<file path="config.mk">
export PLATFORM = sky130hd
export DESIGN_NAME = divider_8b_4b_seq
export DESIGN_NICKNAME = d
export VERILOG_FILES = /design/src/rtl/div_pkg.sv /design/src/rtl/div_trial_sub5.sv /design/src/rtl/divider_8b_4b_seq.sv
export SDC_FILE = /design/constraint.sdc
export NUM_CORES = 1
export LEC_CHECK = 0
export ABC_AREA = 1
export CAP_MARGIN = 20
export CORE_MARGIN = 2
export CORE_UTILIZATION = 53
export CTS_CLUSTER_DIAMETER = 100
export DETAILED_ROUTE_END_ITERATION = 10
export PLACE_DENSITY = 0.94
export SLEW_MARGIN = 25
export SYNTH_ARGS = -nofsm -noshare
export SYNTH_HDL_FRONTEND = slang
export SYNTH_HIERARCHICAL = 1
export SYNTH_SLANG_ARGS = --single-unit
</file>
<file path="constraint.sdc">
create_clock -name clk -period 4.2 [get_ports clk]
set_clock_uncertainty 0.1 [all_clocks]
set_input_delay 0.63 -clock clk [delete_from_list [all_inputs] [get_ports clk]]
set_output_delay 0.63 -clock clk [all_outputs]
set_load 0.005 [all_outputs]
</file>
<file path="src/rtl/div_pkg.sv">
// div_pkg: shared widths, iteration count and FSM state codes for the sequential divider
package div_pkg;
    localparam int DIVIDEND_W = 8;
    localparam int DIVISOR_W  = 4;
    localparam int PREM_W     = 5;
    localparam int ITERATIONS = 8;
    localparam int CNT_W      = $clog2(ITERATIONS);
    localparam logic [1:0] ST_IDLE = 2'd0;
    localparam logic [1:0] ST_CALC = 2'd1;
    localparam logic [1:0] ST_DONE = 2'd2;
endpackage

</file>
<file path="src/rtl/div_trial_sub5.sv">
// div_trial_sub5: 5-bit trial subtraction of the divisor; no-borrow is the quotient bit
module div_trial_sub5
    import div_pkg::*;
(
    input  logic [PREM_W-1:0]    t,
    input  logic [DIVISOR_W-1:0] d,
    output logic [PREM_W-1:0]    diff,
    output logic                 q_bit
);
    logic [PREM_W:0] full;
    assign full  = {1'b0, t} - {2'b00, d};
    assign diff  = full[PREM_W-1:0];
    assign q_bit = ~full[PREM_W];
endmodule

</file>
<file path="src/rtl/divider_8b_4b_seq.sv">
// divider_8b_4b_seq: restoring 8b/4b divider, one quotient bit per clock behind valid/ready
module divider_8b_4b_seq
    import div_pkg::*;
#(
    parameter int W_DIVIDEND = DIVIDEND_W,
    parameter int W_DIVISOR  = DIVISOR_W
) (
    input  logic                  clk,
    input  logic                  rst_n,
    input  logic                  in_valid,
    output logic                  in_ready,
    input  logic [W_DIVIDEND-1:0] dividend,
    input  logic [W_DIVISOR-1:0]  divisor,
    output logic                  out_valid,
    input  logic                  out_ready,
    output logic [W_DIVIDEND-1:0] quotient,
    output logic [W_DIVISOR-1:0]  remainder,
    output logic                  div_by_zero
);
    logic [1:0]            state;
    logic [W_DIVIDEND-1:0] q_sh;
    logic [W_DIVISOR-1:0]  d_r;
    logic [PREM_W-1:0]     r_acc;
    logic [PREM_W-1:0]     t;
    logic [PREM_W-1:0]     diff;
    logic [CNT_W-1:0]      cnt;
    logic                  dbz_r;
    logic                  q_bit;
    logic                  unused_r_msb;

    // the top remainder bit only ever carries divide-by-zero overflow and is shifted out
    assign unused_r_msb = r_acc[PREM_W-1];
    assign t            = {r_acc[W_DIVISOR-1:0], q_sh[W_DIVIDEND-1]};
    assign in_ready     = state == ST_IDLE;
    assign out_valid    = state == ST_DONE;
    assign quotient     = q_sh;
    assign remainder    = r_acc[W_DIVISOR-1:0];
    assign div_by_zero  = dbz_r;

    div_trial_sub5 u_sub (
        .t     (t),
        .d     (d_r),
        .diff  (diff),
        .q_bit (q_bit)
    );

    // handshake FSM plus one restoring-division step per CALC cycle
    always_ff @(posedge clk or negedge rst_n) begin
        if (!rst_n) begin
            state <= ST_IDLE;
            q_sh  <= '0;
            d_r   <= '0;
            r_acc <= '0;
            cnt   <= '0;
            dbz_r <= 1'b0;
        end else begin
            case (state)
                ST_IDLE: if (in_valid) begin
                    q_sh  <= dividend;
                    d_r   <= divisor;
                    r_acc <= '0;
                    cnt   <= CNT_W'(ITERATIONS - 1);
                    dbz_r <= divisor == '0;
                    state <= ST_CALC;
                end
                ST_CALC: begin
                    r_acc <= q_bit ? diff : t;
                    q_sh  <= {q_sh[W_DIVIDEND-2:0], q_bit};
                    if (cnt == '0) state <= ST_DONE;
                    else cnt <= cnt - 1'b1;
                end
                ST_DONE: if (out_ready) state <= ST_IDLE;
                default: state <= ST_IDLE;
            endcase
        end
    end
endmodule

</file>
==> results by group, run 1 <==
STA
  • Worst slew pin tran: 0.5269 ns
  • Worst relative slew slack: 64.87%
  • Max Fclk: 418.8 MHz
  • RSZ-0062 raised after global routing: no
  • Setup TNS: 0 ns
  • Final hold viol count: 0
  • Setup Viol. Count Final: 0
  • Final cycle utilization of the critical path: 56.85%
  • Tmin final: approximately 2.4 ns
  • Slew Viols, Final: 0

Pwr
  • Worst vdd rail ir drop: 461.1 µV
  • PwrDens: between 700 and 800 nW/µm²
  • Sequential power share: about a third
  • Switching Fraction: 44.25%
  • Sw Pwr: 553.9 µW
  • Combinational Power Share: 58.1%
  • Clock Power Share: approximately a tenth
  • Internal Power: 697.9 µW
  • Leakage: 0.8613 nW

Floorplanning
  • Rows: 17
  • Initial core utilization: 56.86%
  • Die X-Extent: 52.95 µm
  • IO Count: 31
  • Die Span Y: 52.95 µm
  • DIE AREA: around 2800 µm²
  • Core ar.: about 2200 µm²

CTS
  • Cts bufs inserted: 3
  • Clk sink count: 22
  • Hold-fix buffers, CTS: 0
  • CTS clock-pin slew for the worst setup and hold paths: 0.12 ns
  • Root Buffer: clkbuf_4
  • CTS tree: done
  • Clk_lat worst skew: 0.31 ns
  • Clock Path Buffers: 2
  • Setup bufs post-CTS: 0
  • H-tree lvl count: 1
  • # resized after CTS: 0

Global route
  • Overflow after GRT: 0
  • Initial antenna violation count: 0
  • Number of global-route vias before repair: 1219
  • First-pass GRT wire length: between 5000 and 6000 µm
  • Largest net degree at the start of global routing: 23
  • Total GRT Usage: 25.00%

Finish
  • Share of layout cells above drive strength 1: 6.061%
  • N_diodes: 0
  • Area Overhead vs Synth: 25.62%
  • Finished Layout Cells: 226
  • NumNets Final: between 200 and 250

Routing
  • Post-route ant nets: 0
  • Drt first pass iters: 5
  • Wire per inst: 12.67 µm
  • Detailed Route WL: 2863 µm
  • Via count: 1149
  • Drt first-iter violations: 17
  • Vias per cell: 5.084
  • DRC: 0

Synthesis
  • Ys Warns: 6
  • Cells after Synth: 170
  • Mapped cell area: 1270 µm²
  • Avg Cell Area, Syn: 7.470 µm²
  • Net Count, Synth: 193

Setup path
  • WP buf/inv: 1
  • Worst reg2reg startpoint: r_acc[1]
  • Type of the worst setup path: reg -> out
  • Critical path launch point type: flip-flop
  • Worst Path Arrival: 1.66 ns
  • Worst Setup End Kind: output port
  • Crit-path cells: nor2_4, clkdlybuf4s50_1
  • Critical path's largest stage delay: 0.59 ns
  • Critical path startpoint: state[0]
  • Req. time, crit path: 3.47 ns
  • Slowest-stage cell, CP: dfrtp_1
  • Reg2Reg Setup Slack: 2.40 ns
  • Reg2reg end: r_acc[1]
  • Critical path depth in cells: 2
  • CP endpoint: in_ready
  • Worst r2r path cells: 7
  • Cell family contributing the most delay on the critical path: flip-flops
  • CP Max Fanout: 16

Flow run
  • Total of max-cap violations: 0

Placed design
  • Placed Cells: 222
  • Routability Congestion: 0.8311
  • Port buffer count: 30
  • Dpl hpwl: 2204 µm

Status
  • Status: finished clean

Hold path
  • Hold Path Class: in -> async
flip-flops by register name, summed over array words and instances (netlist names):
signal and cells:
state 2, r_acc 4, cnt 3, div_by_zero 1, d_r 4, quotient 8
metal layers:
layer  vias to the layer above  share of wire [%]  track usage (%)  wire length [µm]
li1                        587                  -                -                 -
met1                       522                 43            28.94              1219
met2                        33                 52            46.04              1503
met3                         7                3.2            2.825                91
met4                         0                1.7            10.68                48
met5                         -                  0                0                 0
power groups by stage:
stage          logic (mW)  clock network, mW  registers (mW)
6_report            0.728              0.116           0.408
5_1_grt             0.840              0.125           0.426
3_5_place_dp        0.731                  0           0.410
2_1_floorplan       0.523                  0           0.381
3_3_place_gp        0.686                  0           0.403
4_1_cts             0.734              0.118           0.407
per-stage QoR:
stage	util (%)	hold WS, ns	worst slack [ns]	total power, mW	cell area [µm²]
4_1_cts	71.65	0.3994	1.816	1.259	1600
5_1_grt	71.43	0.1893	1.696	1.391	1595
3_5_place_dp	70.03	0.3695	2.166	1.141	1564
2_1_floorplan	-	0.2344	2.511	0.9047	1270
3_3_place_gp	70.03	0.3677	2.193	1.089	1564
6_report	71.43	0.1689	1.812	1.252	1595
how the worst min path moves through the flow:
stage	start	end	slack (ns)	cells after the start
after floorplan	rst_n	cnt[0]	0.23	0
after global placement	d_r[0]	d_r[0]	0.37	2
after detailed placement	d_r[0]	d_r[0]	0.37	2
after CTS	d_r[0]	d_r[0]	0.40	2
after global routing	rst_n	quotient[6]	0.19	1
final	rst_n	div_by_zero	0.17	1
area by class of cell:
| type | count | area [µm²] |
|---|---|---|
| repair buffers | 30 | 295.3 |
| fillers | 190 | 638.1 |
| inverters | 23 | 86.33 |
| multi-input cells | 119 | 591.8 |
| well taps | 28 | 35.03 |
| clock buffers | 4 | 36.28 |
| flip-flops and latches | 22 | 550.5 |
layout by cell type (no fill, tap or decap), drive strengths merged:
cell,n
buf,1
clkbuf,4
o211ai,4
o22ai,1
ha,6
nand2,74
fa,1
inv,23
nor2,5
xnor2,1
a21oi,2
clkdlybuf4s50,29
nand3,22
dfrtp,22
o21ai,3
Power figures use the tool's default switching activity.
==> inputs of run 2 (changes only) <==
- CORE_UTILIZATION: 53 -> 49
- PLACE_DENSITY: 0.94 -> 0.89
- clock period: 4.2 -> 2.2 ns (I/O delays scaled with it)
==> run 2 against run 1 <==
Non-clock buffer count grew 2. Setup slack lost 1.7 ns. Die area grew 7.5%. Flip-flop and latch count is the same. Final area grew 1.4%. Critical path type unchanged.
==> results by group, run 2 (same netlist as run 1, synthesis figures left out) <==
Pwr
  • Worst vdd rail ir drop: 1002 µV (+120%)
  • Leakage: 0.8707 nW (+1.1%)
  • Overall Power: 2.368 mW (+89%)
  • PwrDens: 1464 nW/µm² (+87%)

CTS
  • Hold-fix buffers, CTS: 0 (unchanged)
  • CTS clock-pin slew for the worst setup and hold paths: 0.12 ns (about the same)
  • Clk_lat worst skew: 0.31 ns (about the same)
  • Cts bufs inserted: 3 (unchanged)
  • # resized after CTS: 0 (unchanged)
  • Clock Path Buffers: 2 (unchanged)
  • Setup bufs post-CTS: 0 (unchanged)
  • H-tree lvl count: 1 (unchanged)
  • Clk sink count: 22 (unchanged)
  • Root Buffer: clkbuf_4
  • CTS tree: done

Setup path
  • Worst reg2reg startpoint: r_acc[1]
  • Type of the worst setup path: reg -> out
  • Reg2Reg Setup Slack: 0.41 ns (-1.99 ns)
  • Worst r2r path cells: 7 (unchanged)
  • Req. time, crit path: 1.77 ns (-1.70 ns)
  • CP Max Fanout: 14 (-2)
  • Worst Setup End Kind: output port
  • Critical path launch point type: flip-flop
  • CP endpoint: out_valid
  • Critical path startpoint: state[1]
  • Reg2reg end: r_acc[2]
  • Worst Path Arrival: 1.61 ns (-0.05 ns)

Finish
  • Max reg flops: 8 (unchanged)
  • NumNets Final: 224 (+0.90%)
  • Fillers: 216 (+14%)
  • Share of layout cells above drive strength 1: 6.500% (+0.44 points)
  • N_diodes: 0 (unchanged)
  • Area of the multi-input gates: 591.8 µm² (unchanged)
  • Most frequent cells in the layout: nand2_1, clkdlybuf4s50_1, inv_1, nand3_1, dfrtp_1
  • Reg area: 550.5 µm² (unchanged)
  • Final Cell Area: 1618 µm² (+1.4%)
  • Area Overhead vs Synth: 27.39%
  • Most common cell after layout, fill and taps aside: nand2_1

STA
  • Max Fclk: slightly below 500 MHz
  • Tmin final: a little over 2 ns
  • Final hold viol count: 0 (unchanged)
  • Final cycle utilization of the critical path: 92.82%
  • Slew Viols, Final: 0 (unchanged)
  • Worst relative slew slack: 74.24% (+9.4 points)
  • RSZ-0062 raised after global routing: no
  • Worst slew pin tran: 0.3850 ns (-0.1419 ns)
  • Setup TNS: 0 ns (unchanged)
  • Setup Viol. Count Final: 0 (unchanged)

Hold path
  • Hold Path Class: in -> async

Routing
  • Drt first pass iters: 4 (-1)
  • Post-route ant nets: 0 (unchanged)
  • Detailed Route WL: 2618 µm (-8.6%)
  • Wire per inst: 11.38 µm (-10%)
  • Vias per cell: 4.930 (-3.0%)
  • Drt first-iter violations: 16 (-1)
  • DRC: 0 (unchanged)
  • Via count: 1134 (-1.3%)

Placed design
  • Post-DP Area: 1582 µm² (+1.1%)
  • Dpl hpwl: 1982 µm (-10%)
  • Routability Congestion: 0.8361 (+0.60%)
  • Port buffer count: 30 (unchanged)

Floorplanning
  • Core ar.: 2477 µm² (+11%)
  • DIE AREA: 3015 µm² (+7.5%)
  • Die Span Y: 54.91 µm (+3.7%)
  • IO Count: 31 (unchanged)
  • Rows: 18 (+1)
  • Die X-Extent: 54.91 µm (+3.7%)
  • Initial core utilization: 51.26% (-5.6 points)

Global route
  • Number of global-route vias before repair: 1010 (-17%)
  • Overflow after GRT: 0 (unchanged)
  • Total GRT Usage: 20.22% (-4.8 points)
  • Initial antenna violation count: 0 (unchanged)
  • Largest net degree at the start of global routing: 23 (unchanged)
  • First-pass GRT wire length: 4305 µm (-16%)

Flow run
  • Total of max-cap violations: 0 (unchanged)

Status
  • Status: finished clean
-- run 2: layout make-up --
class                      count  area share, %
clock buffer                   4          2.243
inverter                      23          5.336
multi-input combinational    119          36.58
sequential                    22          34.03
tap                           30          2.320
timing repair buffer          32          19.49
-- run 2: through the flow --
step	instances	setup slack [ns]	hold slack, ns	utilization [%]
floorplan	170	0.5114	-0.06559	-
global placement	226	0.4689	0.3684	63.84
detailed placement	226	0.4276	0.3723	63.84
CTS	230	0.1588	0.2529	65.30
global route	230	0.08027	0.2638	65.30
finish	230	0.1580	0.2409	65.30
-- run 2: critical path: stages (launching register included) --
cell             delay (ns)
dfrtp_1                0.47
inv_2                  0.16
nor2_1                 0.15
clkdlybuf4s50_1        0.52
-- run 2: power by group --
part | switching, mW | total (mW) | internal, mW
clock network | 0.126 | 0.227 | 0.101
logic | 0.744 | 1.39 | 0.644
registers | 0.159 | 0.753 | 0.594
-- run 2: worst min path at each step --
stage                              to  cells past startpoint    from  slack (ns)
after floorplan                cnt[0]                      0   rst_n       -0.07
after global placement         d_r[0]                      2  d_r[0]        0.37
after detailed placement       d_r[0]                      2  d_r[0]        0.37
after CTS                 quotient[3]                      2   rst_n        0.25
after global routing      quotient[3]                      2   rst_n        0.26
final                     quotient[3]                      2   rst_n        0.24
-- run 2: layer usage --
metal | wire (µm) | track usage (%)
met5 | 0 | 0
met4 | 44 | 8.943
met3 | 73 | 2.419
met2 | 1297 | 34.72
met1 | 1204 | 25.52
==> inputs of run 3 (changes only) <==
- CORE_MARGIN: 2 -> not set
==> run 3 against run 2 <==
Setup slack lost 0.029 ns. Final area did not move. Global-route usage up 1.9 points. Maximum frequency shrank 1.4%. Via count rose by 3.5%. Die area shrank 7.2%. Routed wire length rose by 1.5%. First-iteration DRC count increased by 63%. Non-clock buffer count unchanged. Register-to-register slack hardly changed. Clock power increased by 2%. Largest cell class unchanged.
==> results by group, run 3 (same netlist as run 1, synthesis figures left out) <==
Floorplanning
  • Die Span Y: 52.91 µm (-3.6%)
  • Die X-Extent: 52.91 µm (-3.6%)
  • IO Count: 31 (unchanged)
  • Core ar.: 2455 µm² (-0.91%)
  • Rows: 18 (unchanged)
  • DIE AREA: 2799 µm² (-7.2%)
  • Initial core utilization: 51.73% (+0.47 points)

Finish
  • NumNets Final: 224 (unchanged)
  • Share of layout cells above drive strength 1: 6.500% (unchanged)
  • N_diodes: 0 (unchanged)
  • Final Cell Area: 1618 µm² (unchanged)
  • Most frequent cells in the layout: nand2_1, clkdlybuf4s50_1, inv_1, nand3_1, dfrtp_1
  • Most common cell after layout, fill and taps aside: nand2_1
  • Reg area: 550.5 µm² (unchanged)
  • Area Overhead vs Synth: 27.39% (unchanged)
  • Max reg flops: 8 (unchanged)
  • Fillers: 218 (+0.93%)
  • Area of the multi-input gates: 591.8 µm² (unchanged)

CTS
  • Clk_lat worst skew: 0.32 ns (about the same)
  • # resized after CTS: 0 (unchanged)
  • H-tree lvl count: 1 (unchanged)
  • Clk sink count: 22 (unchanged)
  • Clock Path Buffers: 2 (unchanged)
  • Hold-fix buffers, CTS: 0 (unchanged)
  • CTS clock-pin slew for the worst setup and hold paths: 0.12 ns (about the same)
  • Cts bufs inserted: 3 (unchanged)
  • CTS tree: done
  • Root Buffer: clkbuf_4
  • Setup bufs post-CTS: 0 (unchanged)

STA
  • Worst relative slew slack: 76.47% (+2.2 points)
  • Tmin final: 2.071 ns (+0.02856 ns)
  • Worst slew pin tran: 0.3516 ns (-0.03338 ns)
  • RSZ-0062 raised after global routing: no
  • Slew Viols, Final: 0 (unchanged)
  • Final hold viol count: 0 (unchanged)
  • Setup TNS: 0 ns (unchanged)
  • Setup Viol. Count Final: 0 (unchanged)
  • Final cycle utilization of the critical path: 94.11% (+1.3 points)
  • Max Fclk: 483.0 MHz (-1.4%)

Setup path
  • Reg2Reg Setup Slack: 0.40 ns (about the same)
  • Worst Path Arrival: 1.64 ns (+0.03 ns)
  • Type of the worst setup path: reg -> out
  • Worst reg2reg startpoint: r_acc[1]
  • Worst Setup End Kind: output port
  • CP Max Fanout: 14 (unchanged)
  • Crit-path cells: inv_2, nor2_1, clkdlybuf4s50_1
  • Reg2reg end: r_acc[2]
  • Critical path's largest stage delay: 0.53 ns (about the same)
  • Req. time, crit path: 1.77 ns (about the same)
  • Worst r2r path cells: 7 (unchanged)
  • Slowest-stage cell, CP: clkdlybuf4s50_1
  • Critical path launch point type: flip-flop

Routing
  • Drt first pass iters: 4 (unchanged)
  • Post-route ant nets: 0 (unchanged)
  • Detailed Route WL: 2657 µm (+1.5%)
  • Vias per cell: 5.104 (+3.5%)
  • DRC: 0 (unchanged)
  • Drt first-iter violations: 26 (+10)
  • Wire per inst: 11.55 µm (+1.5%)
  • Via count: 1174 (+3.5%)

Global route
  • Initial antenna violation count: 0 (unchanged)
  • Number of global-route vias before repair: 1119 (+11%)
  • First-pass GRT wire length: 4485 µm (+4.2%)
  • Largest net degree at the start of global routing: 23 (unchanged)
  • Overflow after GRT: 0 (unchanged)
  • Total GRT Usage: 22.11% (+1.9 points)

Status
  • Status: finished clean

Pwr
  • PwrDens: 1486 nW/µm² (+1.5%)
  • Worst vdd rail ir drop: 960.4 µV (-4.1%)
  • Leakage: 0.8707 nW (unchanged)
  • Overall Power: 2.404 mW (+1.5%)

Placed design
  • Post-DP Area: 1582 µm² (unchanged)
  • Port buffer count: 30 (unchanged)
  • Dpl hpwl: 2003 µm (+1.1%)
  • Routability Congestion: 0.8076 (-3.4%)

Hold path
  • Hold Path Class: in -> async

Flow run
  • Total of max-cap violations: 0 (unchanged)
## run 3: layout make-up
type / count / share of cell area (%)
Sequential cell: 22 / 34.03
Timing Repair Buffer: 32 / 19.49
Inverter: 23 / 5.336
Tap cell: 30 / 2.320
Clock buffer: 4 / 2.243
Multi-Input combinational cell: 119 / 36.58
## run 3: per-layer routing
| metal | vias to the layer above | track usage, % | wire length [µm] |
|---|---|---|---|
| met1 | 541 | 26.18 | 1146 |
| li1 | 588 | - | - |
| met4 | 0 | 11.84 | 69 |
| met2 | 36 | 38.40 | 1332 |
| met3 | 9 | 2.874 | 108 |
| met5 | - | 0 | 0 |
## run 3: metrics by stage
stage	worst slack [ns]	instances	util [%]	hold WS, ns
after floorplan	0.5114	170	-	-0.06559
after global placement	0.4688	226	64.42	0.3683
after detailed placement	0.4134	226	64.42	0.3703
after CTS	0.1119	230	65.90	0.2443
after global routing	0.02196	230	65.90	0.2509
final	0.1295	230	65.90	0.2349
## run 3: worst max-delay path by stage
| stage | startpoint | end | slack (ns) | depth (start not counted) |
|---|---|---|---|---|
| after global placement | r_acc[1] | r_acc[2] | 0.47 | 7 |
| after CTS | state[1] | out_valid | 0.11 | 3 |
| final | state[1] | out_valid | 0.13 | 3 |
| after floorplan | r_acc[1] | r_acc[0] | 0.51 | 8 |
| after global routing | state[1] | out_valid | 0.02 | 3 |
| after detailed placement | r_acc[1] | r_acc[2] | 0.41 | 7 |
## run 3: power breakdown
group          total, mW  switching, mW  internal (mW)
registers          0.758          0.165          0.593
clock network      0.231          0.129          0.101
logic               1.42          0.763          0.653
## run 3: worst max-delay path, delay by kind of cell, from the launching register on
| kind | cells | cell delay [ns] |
|---|---|---|
| buffers and inverters | 2 | 0.69 |
| flip-flops | 1 | 0.46 |
| AND/OR/NAND/NOR | 1 | 0.17 |
